File: config.mk
export PLATFORM = sky130hd
export DESIGN_NAME = sn_stream_decoder_flat
export DESIGN_NICKNAME = d
export VERILOG_FILES = /design/src/rtl/sn_stream_decoder_if.sv /design/src/rtl/sn_stream_decoder.sv /design/src/flat_wrapper.sv
export SDC_FILE = /design/constraint.sdc
export NUM_CORES = 1
export LEC_CHECK = 0
export CAP_MARGIN = 10
export CORE_MARGIN = 5
export CORE_UTILIZATION = 55
export CTS_BUF_LIST = sky130_fd_sc_hd__clkbuf_2 sky130_fd_sc_hd__clkbuf_4 sky130_fd_sc_hd__clkbuf_8
export CTS_CLUSTER_SIZE = 28
export DETAILED_ROUTE_END_ITERATION = 8
export PLACE_DENSITY_LB_ADDON = 0.25
export SYNTH_ARGS = -nofsm -noshare
export SYNTH_HDL_FRONTEND = slang
export SYNTH_SLANG_ARGS = --single-unit
export TNS_END_PERCENT = 50
File: constraint.sdc
create_clock -name clk -period 2.75 [get_ports clk]
set_input_delay 0.55 -clock clk [delete_from_list [all_inputs] [get_ports clk]]
set_output_delay 0.55 -clock clk [all_outputs]
set_load 0.005 [all_outputs]
File: src/rtl/sn_stream_decoder_if.sv
// rtl/sn_stream_decoder_if.sv - control, sample stream and result bundle for the SN stream decoder
interface sn_stream_decoder_if #(
  parameter int WIN_LOG2_MAX = 7
);
  localparam int CW = WIN_LOG2_MAX + 1;

  logic                 start;
  logic [2:0]           win_sel;
  logic                 cont;
  logic                 sn_valid;
  logic                 sn_bit;
  logic [CW-1:0]        ones_count;
  logic signed [CW:0]   bipolar;
  logic                 result_valid;
  logic                 busy;

  // Upstream side: drives control and the stochastic stream, observes results.
  modport master (
    output start, win_sel, cont, sn_valid, sn_bit,
    input  ones_count, bipolar, result_valid, busy
  );

  // Decoder side.
  modport slave (
    input  start, win_sel, cont, sn_valid, sn_bit,
    output ones_count, bipolar, result_valid, busy
  );
endinterface

File: src/rtl/sn_stream_decoder.sv
// rtl/sn_stream_decoder.sv - bipolar stochastic bitstream to binary decoder over a 2^k sample window
module sn_stream_decoder #(
  parameter int WIN_LOG2_MAX = 7
) (
  input  logic               clk,
  input  logic               rst_n,
  sn_stream_decoder_if.slave bus
);
  localparam int CW = WIN_LOG2_MAX + 1;

  typedef enum logic [1:0] {
    IDLE  = 2'd0,
    ACCUM = 2'd1,
    HOLD  = 2'd2
  } state_t;

  localparam logic [CW-1:0] ONE_W = {{(CW-1){1'b0}}, 1'b1};

  state_t             state_q, state_d;
  logic [CW-1:0]      win_n_q;       // window length N = 2^k, latched on start
  logic               cont_q;
  logic [CW-1:0]      sample_cnt_q;  // accepted samples so far in this window (0..N-1)
  logic [CW-1:0]      acc_q;         // ones so far in this window
  logic [CW-1:0]      ones_q;
  logic signed [CW:0] bip_q;
  logic               rv_q;

  logic [2:0]         k_sel;
  logic [CW-1:0]      win_n_sel;
  logic               accept;
  logic               last_sample;
  logic [CW-1:0]      acc_sum;
  logic [CW:0]        bip_sum;

  // Clamp the requested exponent into [3..WIN_LOG2_MAX] and form N.
  always_comb begin
    k_sel = 3'd3;
    if (int'(bus.win_sel) > WIN_LOG2_MAX) begin
      k_sel = 3'(WIN_LOG2_MAX);
    end else if (bus.win_sel > 3'd3) begin
      k_sel = bus.win_sel;
    end
    win_n_sel = ONE_W << k_sel;
  end

  // A start always wins over a sample in the same cycle, so a coincident Nth sample is dropped.
  assign accept      = (state_q == ACCUM) && bus.sn_valid && !bus.start;
  assign last_sample = accept && (sample_cnt_q == (win_n_q - ONE_W));
  assign acc_sum     = acc_q + {{(CW-1){1'b0}}, bus.sn_bit};
  assign bip_sum     = {acc_sum, 1'b0} - {1'b0, win_n_q};

  // State register.
  always_ff @(posedge clk or negedge rst_n) begin
    if (!rst_n) begin
      state_q <= IDLE;
    end else begin
      state_q <= state_d;
    end
  end

  // Next-state: start restarts from any state; window completion either loops or parks in HOLD.
  always_comb begin
    state_d = state_q;
    if (bus.start) begin
      state_d = ACCUM;
    end else if (last_sample) begin
      state_d = cont_q ? ACCUM : HOLD;
    end
  end

  // Window configuration and sample/ones counters; cleared on start and on window completion.
  always_ff @(posedge clk or negedge rst_n) begin
    if (!rst_n) begin
      win_n_q      <= '0;
      cont_q       <= 1'b0;
      sample_cnt_q <= '0;
      acc_q        <= '0;
    end else if (bus.start) begin
      win_n_q      <= win_n_sel;
      cont_q       <= bus.cont;
      sample_cnt_q <= '0;
      acc_q        <= '0;
    end else if (last_sample) begin
      sample_cnt_q <= '0;
      acc_q        <= '0;
    end else if (accept) begin
      sample_cnt_q <= sample_cnt_q + ONE_W;
      acc_q        <= acc_sum;
    end
  end

  // Result registers: updated only by a completed window, strobed for exactly one cycle.
  always_ff @(posedge clk or negedge rst_n) begin
    if (!rst_n) begin
      ones_q <= '0;
      bip_q  <= '0;
      rv_q   <= 1'b0;
    end else begin
      rv_q <= last_sample;
      if (last_sample) begin
        ones_q <= acc_sum;
        bip_q  <= bip_sum;
      end
    end
  end

  assign bus.ones_count   = ones_q;
  assign bus.bipolar      = bip_q;
  assign bus.result_valid = rv_q;
  assign bus.busy         = (state_q == ACCUM);

endmodule

File: src/flat_wrapper.sv
// flat-port wrapper written by rule: the top's interface ports become plain ports
module sn_stream_decoder_flat 
#(
  parameter int WIN_LOG2_MAX = 7
)
  (clk, rst_n, bus_start, bus_win_sel, bus_cont, bus_sn_valid, bus_sn_bit, bus_ones_count, bus_bipolar, bus_result_valid, bus_busy);
  sn_stream_decoder_if #(.WIN_LOG2_MAX(WIN_LOG2_MAX)) bus_i ();
  input  logic clk;
  input  logic rst_n;
  input wire logic [$bits(bus_i.start)-1:0] bus_start;
  input wire logic [$bits(bus_i.win_sel)-1:0] bus_win_sel;
  input wire logic [$bits(bus_i.cont)-1:0] bus_cont;
  input wire logic [$bits(bus_i.sn_valid)-1:0] bus_sn_valid;
  input wire logic [$bits(bus_i.sn_bit)-1:0] bus_sn_bit;
  output wire logic [$bits(bus_i.ones_count)-1:0] bus_ones_count;
  output wire logic [$bits(bus_i.bipolar)-1:0] bus_bipolar;
  output wire logic [$bits(bus_i.result_valid)-1:0] bus_result_valid;
  output wire logic [$bits(bus_i.busy)-1:0] bus_busy;
  assign bus_i.start = bus_start;
  assign bus_i.win_sel = bus_win_sel;
  assign bus_i.cont = bus_cont;
  assign bus_i.sn_valid = bus_sn_valid;
  assign bus_i.sn_bit = bus_sn_bit;
  assign bus_ones_count = bus_i.ones_count;
  assign bus_bipolar = bus_i.bipolar;
  assign bus_result_valid = bus_i.result_valid;
  assign bus_busy = bus_i.busy;
  sn_stream_decoder #(.WIN_LOG2_MAX(WIN_LOG2_MAX)) u_core (.clk(clk), .rst_n(rst_n), .bus(bus_i));
endmodule
==> metrics.csv <==
metric,value,unit
"CTS clk-pin slew, worst paths",80,ps
later-pin clock latency in the skew report,290,ps
Inserted Diodes,0,
hold_buf cts,0,
std cell rows,24,
IO Count,28,
sum of negative setup slack,0,ps
drt initial violations,97,
layout cell share with drive strength beyond 1,0.249,
Fin. Hold Viols,0,
number of antenna violations at the first check in global routing,0,
"Async S/R FF share, synth",1.00,
Vias,1896,
gpl congestion,0.831,
startpoint types,input port,
Netlist cell types,43,
status,"complete, no violations",
Synth Net Count,254,
Initial Utilization,0.573,
post-DP HPWL,3.93,mm
max-capacitance violation count,0,
post-route ant nets,0,
count of buffers from port buffering,27,
Core Region,0.00441,mm2
CTS tree,done,
Post-synth top flop,dfrtp_1,
measured slew at the worst slew-check pin,1020,ps
Leak Pwr,0.00145,uW
WP buf/inv,2,
die area,0.00605,mm2
gr ovfl total,0,
"top cells by area, synth","dfrtp_1 45%, xnor2_1 8.3%, mux2_4 5.9%",
Final setup viols,0,
post-synth top area cell,dfrtp_1,
Worst Skew,5.34,ps
most common cell in the netlist,dfrtp_1,
Die Height,77.8,um
worst-path cell chain,"clkdlybuf4s50_1, ha_2, ha_2, buf_4, xor2_4, ha_4, a21o_1, a21oi_2, a31oi_1, nor2_1, xnor2_1, mux2_4",
"Seq/Total Area, Yosys",0.446,
CTS Buf Count,5,
critical path class,input port to flip-flop,
WP data required,2940,ps
Area Growth Syn to Fin,27.8,%
Final #Nets,305,
drt drc,0,
Final min period,2660,ps
type of the worst min-delay path,input port to asynchronous set/reset pin,
Synth warnings,0,
Critical Path AT,2850,ps
Post-synth top cells,"45 x dfrtp_1, 24 x xnor2_1, 20 x nor3_1, 15 x nor2_1, 12 x xor2_1",
# H-tree levels,2,
Post-Syn Area,0.00253,mm2
dpl cells,329,
vias per cell,5.63,
final instance area,0.00323,mm2
cell mode on critical path,ha_2,
Die Wd,77.8,um
peak supply drop,0.339,mV
Non-Filler Instances,337,
CP top delay family,buffers and inverters,
first-pass GRT wire length,9.15,mm
root buf cell,clkbuf_8,
Syn Inst Count,233,
maximum clock path buffer count,2,
largest net degree at the start of global routing,46,
final core occ,0.732,
Total Routing Usage GR,0.187,
Area after DPL,0.00299,mm2
Post-synth EDFFs,0,
max-slew violations,0,
routed wire length,5.44,mm
worst rel slew slack,0.322,
Tcrit/Tclk final,0.967,
Avg WL per Cell,16.2,um
CP peak stage delay,460,ps
vias in the first global route,1888,
DR pass1 iterations,4,
crit path max-delay cell type,clkdlybuf4s50_1,
Pwr Density,439,mW/mm2
share of the synthesized area in the top cell type,0.446,
Final Worst Setup Slack,91.9,ps
CTS sink cnt,45,
Synth Register Bits,45,
pre-CTS setup slack,-396,ps
Peak Freq,0.376,GHz
Crit Path Max Fanout,3,
Mapped Avg Cell Area,10.8,um2
endpoint class of the critical path,flip-flop,
"Setup Fix Bufs, Post-CTS",0,
-- logic make-up after synthesis --
family | count (synthesis) | synth area share
AO/OA/AOI/OAI | 24 | 0.0599
AND/OR/NAND/NOR | 73 | 0.156
adder cells (fa/ha/maj) | 12 | 0.0624
XOR/XNOR | 36 | 0.125
buffers and inverters | 21 | 0.0411
flip-flops | 45 | 0.446
multiplexers | 22 | 0.110
-- final timing paths --
check	from	endpoint	slack, ps	depth (start not counted)
worst max register to register	u_core.win_n_q[1]	u_core.state_q[1]	320	10
min in group clk	u_core.bus.ones_count[0]	u_core.bus.ones_count[0]	510	1
worst min-delay path	rst_n	u_core.win_n_q[2]	410	1
worst max-delay path	bus_sn_bit	u_core.bus.bipolar[7]	90	12
worst min register to register	u_core.bus.ones_count[0]	u_core.bus.ones_count[0]	510	1
max in group asynchronous	rst_n	u_core.acc_q[6]	1700	1
-- area by class of cell --
| cell class | count | area (um2) |
|---|---|---|
| fill | 324 | 1180 |
| sequential | 45 | 1130 |
| clock inverter | 1 | 30.0 |
| timing repair buffer | 52 | 453 |
| multi-input combinational | 167 | 1410 |
| inverter | 13 | 51.3 |
| clock buffer | 7 | 90.1 |
| tap | 52 | 65.1 |
-- where the power goes --
group          switching [uW]  internal (uW)  leakage (uW)
Clock                     220            306     0.0000619
Sequential               14.9            674      0.000609
Combinational             106           97.2      0.000775
Total                     341           1080       0.00145
-- metrics by stage --
stage	power (uW)	hold WS [ps]
after detailed placement	894	493
after CTS	1430	446
after global placement	888	488
after global routing	1490	499
final	1420	415
after floorplan	813	254
-- cell usage in the layout, fill, tap and decap left out, types with 2 or more instances in the layout --
cell type        synthesis  layout
o21ai_1                  1       3
buf_4                    1      25
and3_1                   3       3
xnor2_2                  0       2
ha_4                     0       3
xor2_1                  12      11
nand4_1                  5       5
a21oi_1                  4       3
clkdlybuf4s50_1          0      26
nand2b_1                 4       4
a21oi_2                  1       2
dfrtp_1                 45      45
xnor2_1                 24      21
nor2_1                  15      15
clkbuf_8                 0       6
ha_1                    11       6
nand3_1                  8       6
inv_1                   11      11
mux2_4                  10      10
nand2_1                  9       9
o21ai_0                  5       3
ha_2                     0       2
o22ai_1                  5       5
nor3_1                  20      20
nor4_2                   2       2
mux2i_1                  5       5
nand3_2                  0       2
mux2_2                   7       7
a21o_1                   2       2
-- layer usage --
| metal | routed length [um] | global-route usage | share of wire |
|---|---|---|---|
| met1 | 2560 | 0.263 | 0.47 |
| met2 | 2640 | 0.299 | 0.49 |
| met3 | 193 | 0.0359 | 0.035 |
| met5 | 0 | 0 | 0 |
| met4 | 44 | 0.0464 | 0.0081 |
-- timing repair --
action                     CTS  global route
cloned                       0             0
gates resized for setup      3            15
pin swaps                    0             7
hold endpoints to repair     0             0
setup endpoints to repair    2             3
-- registers in the layout, summed over array words and instances, names as in the netlist --
signal,flops
u_core.acc_q,8
u_core.bus.bipolar,9
u_core.bus.ones_count,8
u_core.bus.result_valid,1
u_core.cont_q,1
u_core.sample_cnt_q,8
u_core.state_q,2
u_core.win_n_q,8
No activity file was read; power rests on OpenSTA's default activity.
